`src/rtl/rtos_pkg.sv`:
```
// rtos_pkg: shared definitions for the RTOS dispatcher slice.
//   - default widths for task ids, priorities, TCB pointers and the tick counter
//   - default time-slice length
//   - dispatcher FSM state encoding
//   - null TCB constant, reported as the outgoing TCB when no task is running
package rtos_pkg;

  localparam int DEF_ID_W        = 8;
  localparam int DEF_PRI_W       = 6;
  localparam int DEF_TCB_W       = 32;
  localparam int DEF_TICK_W      = 32;
  localparam int DEF_SLICE_TICKS = 10;

  typedef enum logic [2:0] {
    ST_IDLE    = 3'd0,
    ST_ROTATE  = 3'd1,
    ST_SETTLE  = 3'd2,
    ST_FETCH   = 3'd3,
    ST_CAPTURE = 3'd4,
    ST_REQ     = 3'd5
  } state_t;

  localparam logic [DEF_TCB_W-1:0] NULL_TCB = '0;

endpackage

```
`src/rtl/rtos_tick_slice.sv`:
```
// rtos_tick_slice: system tick counter and time-slice down-counter.
// Ports:
//   aclk           in   clock
//   areset         in   synchronous active-high reset
//   tick_in        in   one-cycle system tick pulse
//   dec_en         in   slice may count down on this cycle's tick
//   reload         in   reload slice to SLICE_TICKS (wins over a decrement)
//   tickval_out    out  free-running tick count, wraps to 0
//   slice_zero_out out  slice has expired
module rtos_tick_slice
  import rtos_pkg::*;
#(
  parameter int TICK_W      = DEF_TICK_W,
  parameter int SLICE_TICKS = DEF_SLICE_TICKS
) (
  input  logic              aclk,
  input  logic              areset,
  input  logic              tick_in,
  input  logic              dec_en,
  input  logic              reload,
  output logic [TICK_W-1:0] tickval_out,
  output logic              slice_zero_out
);

  localparam int SL_W = $clog2(SLICE_TICKS + 1);
  localparam logic [SL_W-1:0] SLICE_INIT = SL_W'(SLICE_TICKS);

  logic [TICK_W-1:0] r_tick;
  logic [SL_W-1:0]   r_slice;

  always_ff @(posedge aclk) begin
    if (areset) begin
      r_tick  <= '0;
      r_slice <= SLICE_INIT;
    end else begin
      if (tick_in) begin
        r_tick <= r_tick + 1'b1;
      end
      // Slice saturates at zero; the dispatcher decides when to reload it.
      if (reload) begin
        r_slice <= SLICE_INIT;
      end else if (tick_in && dec_en && (r_slice != '0)) begin
        r_slice <= r_slice - 1'b1;
      end
    end
  end

  assign tickval_out    = r_tick;
  assign slice_zero_out = (r_slice == '0);

endmodule

```
`src/rtl/rtos_dispatcher.sv`:
```
// rtos_dispatcher: decides when to preempt, time-slice or yield, fetches the
// incoming task's TCB through the list manager read port and performs a
// request/acknowledge context-switch handshake with the CPU.
// Ports:
//   aclk, areset             clock, synchronous active-high reset
//   sched_en                 kernel started; no new dispatch while low
//   tick_in, yield_in        one-cycle tick / software yield pulses
//   highpriority_in          highest ready priority from the list manager
//   ptr_hpritask_in          head task id at that priority
//   tcb_read_in              TCB read data, one cycle after addr_read_out
//   addr_read_out            TCB read address
//   tickval_out              system tick count
//   rotate_cmd/id/pri_out    one-cycle request to move current task to list tail
//   cs_req_out, cs_ack_in    context-switch handshake
//   cs_first_out             no outgoing task
//   cs_prev/next_tcb_out     outgoing / incoming TCB
//   cur_valid/id/pri_out     running task
module rtos_dispatcher
  import rtos_pkg::*;
#(
  parameter int ID_W        = DEF_ID_W,
  parameter int PRI_W       = DEF_PRI_W,
  parameter int TCB_W       = DEF_TCB_W,
  parameter int TICK_W      = DEF_TICK_W,
  parameter int SLICE_TICKS = DEF_SLICE_TICKS
) (
  input  logic              aclk,
  input  logic              areset,
  input  logic              sched_en,
  input  logic              tick_in,
  input  logic              yield_in,
  input  logic [PRI_W-1:0]  highpriority_in,
  input  logic [ID_W-1:0]   ptr_hpritask_in,
  input  logic [TCB_W-1:0]  tcb_read_in,
  output logic [ID_W-1:0]   addr_read_out,
  output logic [TICK_W-1:0] tickval_out,
  output logic              rotate_cmd_out,
  output logic [ID_W-1:0]   rotate_id_out,
  output logic [PRI_W-1:0]  rotate_pri_out,
  output logic              cs_req_out,
  input  logic              cs_ack_in,
  output logic              cs_first_out,
  output logic [TCB_W-1:0]  cs_prev_tcb_out,
  output logic [TCB_W-1:0]  cs_next_tcb_out,
  output logic              cur_valid_out,
  output logic [ID_W-1:0]   cur_id_out,
  output logic [PRI_W-1:0]  cur_pri_out
);

  state_t             r_state;
  state_t             w_state_next;
  logic               r_settle;
  logic               r_yield;
  logic               r_cur_valid;
  logic [ID_W-1:0]    r_cur_id;
  logic [PRI_W-1:0]   r_cur_pri;
  logic [TCB_W-1:0]   r_cur_tcb;
  logic [ID_W-1:0]    r_cand_id;
  logic [PRI_W-1:0]   r_cand_pri;
  logic [TCB_W-1:0]   r_next_tcb;

  logic               w_slice_reload;
  logic               w_yield_clr;
  logic               w_slice_zero;
  logic               w_dec_en;
  logic               w_switch;

  assign w_dec_en = (r_state == ST_IDLE) && r_cur_valid;
  assign w_switch = (r_state == ST_REQ) && cs_ack_in;

  rtos_tick_slice #(
    .TICK_W      (TICK_W),
    .SLICE_TICKS (SLICE_TICKS)
  ) u_tick_slice (
    .aclk           (aclk),
    .areset         (areset),
    .tick_in        (tick_in),
    .dec_en         (w_dec_en),
    .reload         (w_slice_reload),
    .tickval_out    (tickval_out),
    .slice_zero_out (w_slice_zero)
  );

  always_ff @(posedge aclk) begin
    if (areset) begin
      r_state <= ST_IDLE;
    end else begin
      r_state <= w_state_next;
    end
  end

  always_comb begin
    w_state_next   = r_state;
    w_slice_reload = 1'b0;
    w_yield_clr    = 1'b0;
    case (r_state)
      ST_IDLE: begin
        if (sched_en) begin
          if (!r_cur_valid) begin
            w_state_next = ST_FETCH;
          end else if (highpriority_in > r_cur_pri) begin
            w_state_next = ST_FETCH;
          end else if ((w_slice_zero || r_yield) && (highpriority_in == r_cur_pri)) begin
            w_state_next = ST_ROTATE;
          end else begin
            // Nothing to do: drop a stale yield and restart an expired slice.
            w_yield_clr    = 1'b1;
            w_slice_reload = w_slice_zero;
          end
        end
      end
      ST_ROTATE: begin
        w_state_next = ST_SETTLE;
        w_yield_clr  = 1'b1;
      end
      ST_SETTLE: begin
        // Second settle cycle: the list manager has applied the rotate.
        if (r_settle) begin
          if (ptr_hpritask_in == r_cur_id) begin
            w_slice_reload = 1'b1;
            w_state_next   = ST_IDLE;
          end else begin
            w_state_next = ST_FETCH;
          end
        end
      end
      ST_FETCH:   w_state_next = ST_CAPTURE;
      ST_CAPTURE: w_state_next = ST_REQ;
      ST_REQ: begin
        if (cs_ack_in) begin
          w_slice_reload = 1'b1;
          w_state_next   = ST_IDLE;
        end
      end
      default:    w_state_next = ST_IDLE;
    endcase
  end

  always_ff @(posedge aclk) begin
    if (areset) begin
      r_settle    <= 1'b0;
      r_yield     <= 1'b0;
      r_cur_valid <= 1'b0;
      r_cur_id    <= '0;
      r_cur_pri   <= '0;
      r_cur_tcb   <= '0;
      r_cand_id   <= '0;
      r_cand_pri  <= '0;
      r_next_tcb  <= '0;
    end else begin
      // A new yield wins over a clear in the same cycle so it is never lost.
      if (yield_in) begin
        r_yield <= 1'b1;
      end else if (w_yield_clr) begin
        r_yield <= 1'b0;
      end
      if (r_state == ST_ROTATE) begin
        r_settle <= 1'b0;
      end else if (r_state == ST_SETTLE) begin
        r_settle <= 1'b1;
      end
      // Candidate stays frozen until the handshake completes.
      if (r_state == ST_FETCH) begin
        r_cand_id  <= ptr_hpritask_in;
        r_cand_pri <= highpriority_in;
      end
      if (r_state == ST_CAPTURE) begin
        r_next_tcb <= tcb_read_in;
      end
      if (w_switch) begin
        r_cur_valid <= 1'b1;
        r_cur_id    <= r_cand_id;
        r_cur_pri   <= r_cand_pri;
        r_cur_tcb   <= r_next_tcb;
      end
    end
  end

  // The read address tracks the list head while fetching so the TCB arrives
  // in CAPTURE; afterwards it holds the latched candidate.
  assign addr_read_out   = (r_state == ST_FETCH) ? ptr_hpritask_in : r_cand_id;
  assign rotate_cmd_out  = (r_state == ST_ROTATE);
  assign rotate_id_out   = r_cur_id;
  assign rotate_pri_out  = r_cur_pri;
  assign cs_req_out      = (r_state == ST_REQ);
  assign cs_first_out    = (r_state == ST_REQ) && !r_cur_valid;
  assign cs_prev_tcb_out = r_cur_valid ? r_cur_tcb : TCB_W'(NULL_TCB);
  assign cs_next_tcb_out = r_next_tcb;
  assign cur_valid_out   = r_cur_valid;
  assign cur_id_out      = r_cur_id;
  assign cur_pri_out     = r_cur_pri;

endmodule

```
`config.mk`:
```
export PLATFORM = sky130hd
export DESIGN_NAME = rtos_dispatcher
export DESIGN_NICKNAME = d
export VERILOG_FILES = /design/src/rtl/rtos_pkg.sv /design/src/rtl/rtos_tick_slice.sv /design/src/rtl/rtos_dispatcher.sv
export SDC_FILE = /design/constraint.sdc
export NUM_CORES = 1
export LEC_CHECK = 0
export BUFFER_PORTS_ARGS = -buffer_cell sky130_fd_sc_hd__buf_2
export CAP_MARGIN = 5
export CELL_PAD_IN_SITES_DETAIL_PLACEMENT = 0
export CELL_PAD_IN_SITES_GLOBAL_PLACEMENT = 1
export CORE_ASPECT_RATIO = 2
export CORE_MARGIN = 2
export CORE_UTILIZATION = 36
export CTS_CLUSTER_SIZE = 20
export DETAILED_ROUTE_END_ITERATION = 7
export PLACE_DENSITY = 0.89
export SYNTH_ARGS = -nofsm -noshare
export SYNTH_HDL_FRONTEND = slang
export SYNTH_SLANG_ARGS = --single-unit
```
`constraint.sdc`:
```
create_clock -name aclk -period 2 [get_ports aclk]
set_input_delay 0.3 -clock aclk [delete_from_list [all_inputs] [get_ports aclk]]
set_output_delay 0.3 -clock aclk [all_outputs]
set_load 0.05 [all_outputs]
```
==> results.toml, run 1 <==
[run_status]
status = "finished, final reports clean"

[power]
combPwrFrac = 0.150
vdd_drop_max_uv = 618
seq_power_share = 0.415
p_int_w = 0.00490
power_leakage_nw = 3.24
switching_power_w = 0.00205
power.total_w = 0.00695
powerDensity_nw_per_um2 = 935
power_frac_clock = 0.435
switching_share = 0.295

[routing]
num_vias = 5213
wire_per_inst_microns = 13.1
vias_per_cell = 4.73
drc = 0
dr.pass1.iters = 4
drt_wl_total_microns = 14500
ant_nets = 0
route.met2.wl_microns = 6560
first_iter_violations = 177
met3_length_microns = 1260
drt-met1-wl_microns = 6410
top_layer_used = "met4"

[sta]
hold_viol = 0
maxSlewViolCount = 0
tns_ps = 0
fin_crit_ps = 1900
max_freq_ghz = 0.525
slew_headroom = 0.603
skew_ps = 9.05
fin_crit_sh = 0.952
tightest_slew_ps = 596
report.final.setup_viol = 0

[critical_path]
r2r_end = "u_tick_slice.r_slice[1]"
crit_type = "reg2out"
start_kind = "register"
critical_path.max_fanout = 8
rrSetupSlack_ps = 220
cp_data_arrival_time_ps = 1600
reg2reg_depth = 6
r2r_start = "u_tick_slice.r_slice[0]"
cp_data_required_time_ps = 1700
worstSetupEndpointType = "output pin"

[floorplan]
core-area_sq_um = 15600
boundaryPins = 188
die_h_microns = 182
rows = 65
die_w_microns = 93.0
dieArea_sq_um = 16900
start_util = 0.365

[cells_and_area]
nNetsFinal = 948
layout-drive-gt1-share = 0.286
fill_cells = 1582
diodes = 0
syn2layout_area_growth_pct = 30.5

[logic_synthesis]
ys_seq_area_frac = 0.471
synth_xor_area_frac = 0.0584
syn_area_sq_um = 5700
synth.avg_cell_area_sq_um = 7.96
synthCells = 716
synth_cell_types = 41
synth_mux_area_frac = 0.00549
yosysWarnings = 0
synth_top_family_by_area = "simple AND/OR/NAND/NOR gates"
synthAdderAreaFrac = 0.0176
syn-num-nets = 776
synth_compound_area_frac = 0.104
ys_ff_latch = 134
synth-simple-area-share = 0.291

[run]
maxCapViolCount = 0

[hold_path]
hold_class = "in2reg"
whs_path_depth = 3
holdPathEnd = "cs_next_tcb_out[8]"
min_from = "tcb_read_in[8]"

[clocking]
cts_inserted_buffers = 17
clock_latency_ps = 410
clkTransAtPathRegs_ps = 60
clockRootBuffer = "clkbuf_16"
clock_path_buffers = 2
htree_levels = 4
cts.sinks = 134
cts_tree = "yes"

[grt]
grt_pass1_vias = 4779
grt_max_degree = 58
antenna_found_initial = 0
grt-ovfl-total = 0
grt_pass1_wl_microns = 23400
grt_usage = 0.171

[place]
io_buffer_count = 187
globalplace.congestion = 0.818
dp_hpwl_microns = 10000
final cells by class:
class | instances | area, sq um | share of cell area
Inverter | 11 | 41.3 | 0.00555
Clock buffer | 18 | 439 | 0.0591
Clock inverter | 14 | 140 | 0.0189
Tap cell | 201 | 251 | 0.0338
Sequential cell | 134 | 2690 | 0.362
Timing Repair Buffer | 205 | 1130 | 0.152
Multi-Input combinational cell | 519 | 2740 | 0.369
metal layers:
metal | global-route usage | up-vias
li1 | - | 2667
met3 | 0.0627 | 12
met1 | 0.219 | 2353
met4 | 0.0594 | 0
met5 | 0 | -
met2 | 0.265 | 181
worst max-delay path by stage:
stage,from,end,slack [ps],cells past startpoint
final,r_state[2],addr_read_out[1],100,6
after global routing,r_state[1],addr_read_out[1],-20,6
after CTS,r_state[2],addr_read_out[1],10,6
after detailed placement,u_tick_slice.r_slice[0],u_tick_slice.r_slice[1],250,6
after global placement,u_tick_slice.r_slice[0],u_tick_slice.r_slice[1],260,6
after floorplan,r_state[0],cs_first_out,20,3
cell usage in the layout, fill, tap and decap left out, types with 5 or more instances in the layout:
cell	n
nand2_1	210
dfxtp_1	130
nor2_1	40
o21ai_0	5
xor2_1	25
buf_2	177
nand4_1	12
clkbuf_16	17
xnor2_1	13
ha_1	8
inv_6	6
inv_1	11
nand3_1	14
and2_1	34
nor2b_1	11
nor3_1	6
a21oi_1	96
buf_4	23
synthesized netlist by cell type:
master | n | area (sq um)
a21o_1 | 2 | 15.0
o31ai_1 | 1 | 7.51
nand3_1 | 14 | 70.1
o21bai_1 | 1 | 7.51
nor3b_1 | 1 | 7.51
nand4b_1 | 1 | 8.76
clkbuf_1 | 27 | 101
nand4_1 | 12 | 75.1
nor4b_2 | 1 | 15.0
xnor2_1 | 13 | 114
nor4_4 | 2 | 42.5
or3b_2 | 1 | 8.76
mux2_2 | 1 | 11.3
nor3_1 | 6 | 30.0
nand3_2 | 1 | 10.0
nor2b_1 | 14 | 87.6
xor2_1 | 25 | 219
ha_1 | 8 | 100
a311o_1 | 1 | 10.0
a21oi_1 | 96 | 480
o32a_1 | 1 | 10.0
nand2b_1 | 4 | 25.0
buf_4 | 14 | 105
and2_1 | 34 | 213
inv_1 | 11 | 41.3
dfxtp_1 | 134 | 2680
o21ai_0 | 5 | 25.0
nor3_2 | 1 | 10.0
and3_1 | 3 | 18.8
nand2_1 | 212 | 796
mux2i_1 | 2 | 20.0
or2_2 | 1 | 6.26
and4_1 | 4 | 35.0
buf_2 | 11 | 55.1
o211ai_1 | 1 | 7.51
and2_0 | 1 | 6.26
nand4_4 | 1 | 21.3
a211oi_1 | 2 | 15.0
a31oi_1 | 2 | 12.5
nor2_1 | 42 | 158
or3_1 | 2 | 12.5
logic make-up after synthesis:
group,Yosys count
AND/OR/NAND/NOR,358
flip-flops,134
AO/OA/AOI/OAI,112
buffers and inverters,63
XOR/XNOR,38
adder cells (fa/ha/maj),8
multiplexers,3
sequential cells by signal, indices dropped and copies added (netlist names):
name / count
cs_next_tcb_out: 32
cur_id_out: 8
cur_pri_out: 6
cur_valid_out: 1
r_cand_id: 8
r_cand_pri: 6
r_cur_tcb: 32
r_settle: 1
r_state: 3
r_yield: 1
u_tick_slice.r_slice: 4
u_tick_slice.tickval_out: 32
critical path, cell delays in order, from the launching register on:
cell,delay (ps)
dfxtp_2,370
nor2b_4,150
and2_1,170
buf_4,160
nand2_1,60
nand2_1,100
buf_6,170
through the flow:
step / hold WS, ps / cells / area (sq um) / setup WS (ps) / util
2_1_floorplan: 432 / 716 / 5700 / 21.2 / -
3_3_place_gp: 436 / 1070 / 6810 / 264 / 0.436
3_5_place_dp: 442 / 1070 / 6810 / 247 / 0.436
4_1_cts: 99.3 / 1102 / 7410 / 11.1 / 0.475
5_1_grt: 104 / 1102 / 7430 / -17.9 / 0.476
6_report: 121 / 1102 / 7430 / 96.5 / 0.476
timing repair:
item / in CTS / in global routing
gates cloned: 0 / 0
resized for setup: 11 / 7
setup endpoints to repair: 9 / 8
buffers inserted: 0 / 0
pin swaps: 0 / 0
hold buffers: 0 / 0
power by group through the flow:
stage | Combinational, W | Clock [W] | Sequential [W]
5_1_grt | 0.00113 | 0.00322 | 0.00290
4_1_cts | 0.00103 | 0.00311 | 0.00288
3_3_place_gp | 0.00100 | 0 | 0.00292
2_1_floorplan | 0.000557 | 0 | 0.00305
3_5_place_dp | 0.00101 | 0 | 0.00293
6_report | 0.00104 | 0.00302 | 0.00288
Note: power is estimated with default switching activity, not from simulation.
==> run 2, diff against run 1 <==
--- a/config.mk
+++ b/config.mk
@@ -15,6 +15,7 @@
 export CTS_CLUSTER_SIZE = 20
 export DETAILED_ROUTE_END_ITERATION = 7
 export PLACE_DENSITY = 0.89
+export REMOVE_ABC_BUFFERS = 1
 export SYNTH_ARGS = -nofsm -noshare
 export SYNTH_HDL_FRONTEND = slang
 export SYNTH_SLANG_ARGS = --single-unit
==> results.toml, run 2 (synthesized netlist as in run 1, its figures left out) <==
[power]
p_int_w = 0.00483
powerDensity_nw_per_um2 = 925
seq_power_share = 0.424
combPwrFrac = 0.148
power_leakage_nw = 3.21
switching_power_w = 0.00200
switching_share = 0.292
power_frac_clock = 0.428
vdd_drop_max_uv = 679

[clocking]
htree_levels = 4
clockRootBuffer = "clkbuf_16"
clkTransAtPathRegs_ps = 60
cts.sinks = 134
clock_latency_ps = 410
cts_hold_buf = 0
cts_tree = "yes"
clock_path_buffers = 2
cts_inserted_buffers = 17

[critical_path]
start_kind = "register"
rrSetupSlack_ps = 200
worstSetupEndpointType = "output pin"
crit_type = "reg2out"
cp_data_arrival_time_ps = 1590
critical_path.max_fanout = 12
cp_data_required_time_ps = 1700

[place]
io_buffer_count = 187
dp_hpwl_microns = 9890
place_area_sq_um = 6750
globalplace.congestion = 0.828

[floorplan]
rows = 65
die_h_microns = 182
boundaryPins = 188
start_util = 0.365
die_w_microns = 93.0
core-area_sq_um = 15600
dieArea_sq_um = 16900

[hold_path]
hold_class = "in2reg"

[sta]
maxSlewViolCount = 0
rsz0062_at_grt = "no"
fin_crit_sh = 0.944
slew_headroom = 0.439
report.final.setup_viol = 0
max_freq_ghz = 0.530
fin_crit_ps = 1890
skew_ps = 8.07
tightest_slew_ps = 842
hold_viol = 0

[routing]
drc = 0
drt_wl_total_microns = 14500
vias_per_cell = 4.73
num_vias = 5209
wire_per_inst_microns = 13.2
first_iter_violations = 180
dr.pass1.iters = 4
ant_nets = 0

[run]
maxCapViolCount = 0

[grt]
antenna_found_initial = 1
grt_usage = 0.173
grt_use_met3 = 0.0627
grt.busiest_layer = "met2"
grt_max_degree = 81
global_route.usage.met2 = 0.273
grt_pass1_vias = 4931
grt-ovfl-total = 0
use_met1 = 0.219
grt_pass1_wl_microns = 24000

[cells_and_area]
layout-drive-gt1-share = 0.279
final_common_cell = "nand2_1"
syn2layout_area_growth_pct = 29.6
mostFrequentLayoutCells = "nand2_1 (211), buf_2 (177), dfxtp_1 (131)"
final_core_util = 0.473
nNetsFinal = 947
final_area_sq_um = 7380

[run_status]
status = "finished, final reports clean"
run 2: changes by cell type in the layout (fill, tap and decap cells not counted), moves of 2 or more:
cell / delta
dfxtp_4: +2
dfxtp_2: -3
buf_12: -2
clkinvlp_4: +2
inv_6: -4
run 2: per-stage QoR:
step                      total power (W)  cells  worst slack, ps  setup TNS [ps]  hold WS (ps)
final                             0.00683   1101              112               0           122
after global routing              0.00713   1100             10.2               0           113
after CTS                         0.00689   1098             1.54               0           105
after detailed placement          0.00389   1067              218               0           442
after global placement            0.00388   1067              271               0           436
after floorplan                   0.00355    664             -567          -22620           369
run 2: area by class of cell:
class	instances	area (sq um)
timing repair buffer	204	1100
multi-input combinational	519	2730
clock buffer	18	429
clock inverter	13	129
tap	201	251
inverter	11	41.3
sequential	134	2690
fill	1603	8230
antenna	1	2.50
run 2: final timing paths:
path                             endpoint  cells after the start               startpoint
setup reg to reg  u_tick_slice.r_slice[1]                      6  u_tick_slice.r_slice[0]
setup / recovery         addr_read_out[4]                      6               r_state[1]
hold / removal         cs_next_tcb_out[5]                      3           tcb_read_in[5]
hold reg to reg             r_cur_tcb[29]                      2            r_cur_tcb[29]
run 2: worst max-delay path: stages (launching register included):
cell and delay [ps]:
dfxtp_4 370, nor2b_4 160, and2_0 150, buf_6 160, nand2_1 70, nand2_1 90
buf_6 170
run 2: repair_timing:
item / 4_1_cts / 5_1_grt
resized for setup: 14 / 9
buffers inserted: 0 / 2
endpoints found under the hold margin: 0 / 0
setup endpoints to repair: 9 / 9
run 2: power by group through the flow:
stage | sequential (W) | combinational (W) | clock, W
final | 0.00290 | 0.00101 | 0.00292
after global placement | 0.00293 | 0.000950 | 0
after floorplan | 0.00308 | 0.000468 | 0
after CTS | 0.00289 | 0.000991 | 0.00301
after global routing | 0.00291 | 0.00110 | 0.00311
after detailed placement | 0.00294 | 0.000955 | 0
run 2: layer usage:
metal  wire, microns  share of wire
met2            6650           0.46
met3            1200          0.083
met4             162          0.011
met1            6480           0.45
met5               0              0
==> run 3, diff against run 2 <==
--- a/config.mk
+++ b/config.mk
@@ -19,3 +19,4 @@
 export SYNTH_ARGS = -nofsm -noshare
 export SYNTH_HDL_FRONTEND = slang
 export SYNTH_SLANG_ARGS = --single-unit
+export TNS_END_PERCENT = 5
==> constraint.sdc (replaced) <==
create_clock -name aclk -period 2 [get_ports aclk]
set_input_delay 0.2 -clock aclk [delete_from_list [all_inputs] [get_ports aclk]]
set_output_delay 0.2 -clock aclk [all_outputs]
set_load 0.02 [all_outputs]
==> results.toml, run 3 (synthesized netlist as in run 1, its figures left out) <==
[run_status]
status = "finished, final reports clean"

[sta]
whs_ps = 21.2
fin_crit_sh = 0.946
hold_viol = 0
report.final.setup_viol = 0
tightest_slew_ps = 611
max_freq_ghz = 0.528
slew_headroom = 0.593
maxSlewViolCount = 0
skew_ps = 6.86
fin_crit_ps = 1890

[floorplan]
dieArea_sq_um = 16900
core-area_sq_um = 15600
start_util = 0.365
die_h_microns = 182
rows = 65
boundaryPins = 188
die_w_microns = 93.0

[critical_path]
rrSetupSlack_ps = 210
cpMostUsedCell = "nand2_1"
cp_data_arrival_time_ps = 1690
reg2reg_depth = 6
r2r_end = "u_tick_slice.r_slice[1]"
crit_type = "reg2out"
r2r_start = "u_tick_slice.r_slice[0]"
worstSetupEndpointType = "output pin"
slowest_stage = "dfxtp_4"
cp_data_required_time_ps = 1800
critical_path.max_fanout = 14
crit_chain = "nor2b_4 > and2_0 > buf_4 > nand2_1 > nand2_1 > buf_2"
cpPeakStageDelay_ps = 400
start_kind = "register"

[place]
place_area_sq_um = 6770
dp_hpwl_microns = 10100
dp_cells = 1068
globalplace.congestion = 0.771
io_buffer_count = 187

[hold_path]
holdPathEnd = "cs_next_tcb_out[14]"
hold_class = "in2reg"
whs_path_depth = 3
min_from = "tcb_read_in[14]"

[routing]
num_vias = 5315
first_iter_violations = 188
wire_per_inst_microns = 13.5
drc = 0
ant_nets = 0
dr.pass1.iters = 4
vias_per_cell = 4.76
drt_wl_total_microns = 15100

[clocking]
postCtsSetupBuffers = 0
clock_latency_ps = 420
clock_path_buffers = 2
cts_inserted_buffers = 17
clkTransAtPathRegs_ps = 60
cts.sinks = 134
cts_tree = "yes"
clockRootBuffer = "clkbuf_16"
htree_levels = 4

[run]
maxCapViolCount = 0

[grt]
grt_usage = 0.183
grt-ovfl-total = 0
grt_pass1_vias = 5198
grt_pass1_wl_microns = 25200
grt_max_degree = 127
antenna_found_initial = 0

[cells_and_area]
fin_cells = 1117
seq_area_sq_um = 2690
fill_cells = 1561
diodes = 0
syn2layout_area_growth_pct = 32.7
final_area_sq_um = 7560
layout-drive-gt1-share = 0.273
final_common_cell = "nand2_1"
multi_input_area_sq_um = 2730
nNetsFinal = 963
mostFrequentLayoutCells = "nand2_1 (212), buf_2 (186), dfxtp_1 (131)"

[power]
vdd_drop_max_uv = 682
power_leakage_nw = 3.31
powerDensity_nw_per_um2 = 912
-- run 3: changes by cell type in the layout (fill, tap and decap cells not counted), sizes merged, moves of 2 or more --
cell	delta
clkinv	-3
dlygate4sd3	+17
inv	+2
clkbuf	+2
-- run 3: cell type report --
class,count,share of cell area
Clock inverter,12,0.0189
Timing Repair Buffer,220,0.164
Multi-Input combinational cell,519,0.361
Clock buffer,20,0.0617
Tap cell,201,0.0333
Inverter,11,0.00546
Sequential cell,134,0.356
-- run 3: how the worst max path moves through the flow --
stage / from / to / slack (ps) / cells after the start
finish: r_state[1] / addr_read_out[7] / 110 / 6
global route: r_state[1] / addr_read_out[1] / -20 / 6
CTS: r_state[1] / addr_read_out[4] / 10 / 6
detailed placement: u_tick_slice.r_slice[0] / u_tick_slice.r_slice[1] / 200 / 6
global placement: u_tick_slice.r_slice[0] / u_tick_slice.r_slice[1] / 270 / 6
floorplan: r_state[0] / u_tick_slice.r_slice[0] / -570 / 4
-- run 3: through the flow --
| stage | setup WS (ps) | total power, W | utilization | TNS (ps) |
|---|---|---|---|---|
| 6_report | 107 | 0.00690 | 0.484 | 0 |
| 5_1_grt | -17.5 | 0.00719 | 0.484 | -36.9 |
| 4_1_cts | 13.9 | 0.00698 | 0.484 | 0 |
| 3_5_place_dp | 203 | 0.00371 | 0.433 | 0 |
| 3_3_place_gp | 272 | 0.00369 | 0.433 | 0 |
| 2_1_floorplan | -567 | 0.00335 | - | -21880 |
-- run 3: worst max-delay path: cells and delay by family (launching register included) --
| kind | cells | cell delay [ps] |
|---|---|---|
| and+or+nand+nor | 4 | 490 |
| DFF | 1 | 400 |
| buffers and inverters | 2 | 370 |
-- run 3: per-layer routing --
metal  global-route usage  vias to the layer above  routed length, microns
li1                     -                     2694                       -
met1                0.232                     2430                    6710
met2                0.287                      176                    6920
met3               0.0651                       15                    1250
met4               0.0665                        0                     224
met5                    0                        -                       0
-- run 3: report_power, final --
group / total, W / internal (W) / switching (W)
clock network: 0.00320 / 0.00195 / 0.00125
logic: 0.000804 / 0.000308 / 0.000496
registers: 0.00289 / 0.00278 / 0.000107
-- run 3: repair_timing --
item	CTS	global route
endpoints found under the setup margin	8	9
hold buffers	17	0
gates resized for setup	3	3
endpoints found under the hold margin	17	0
cloned	0	0
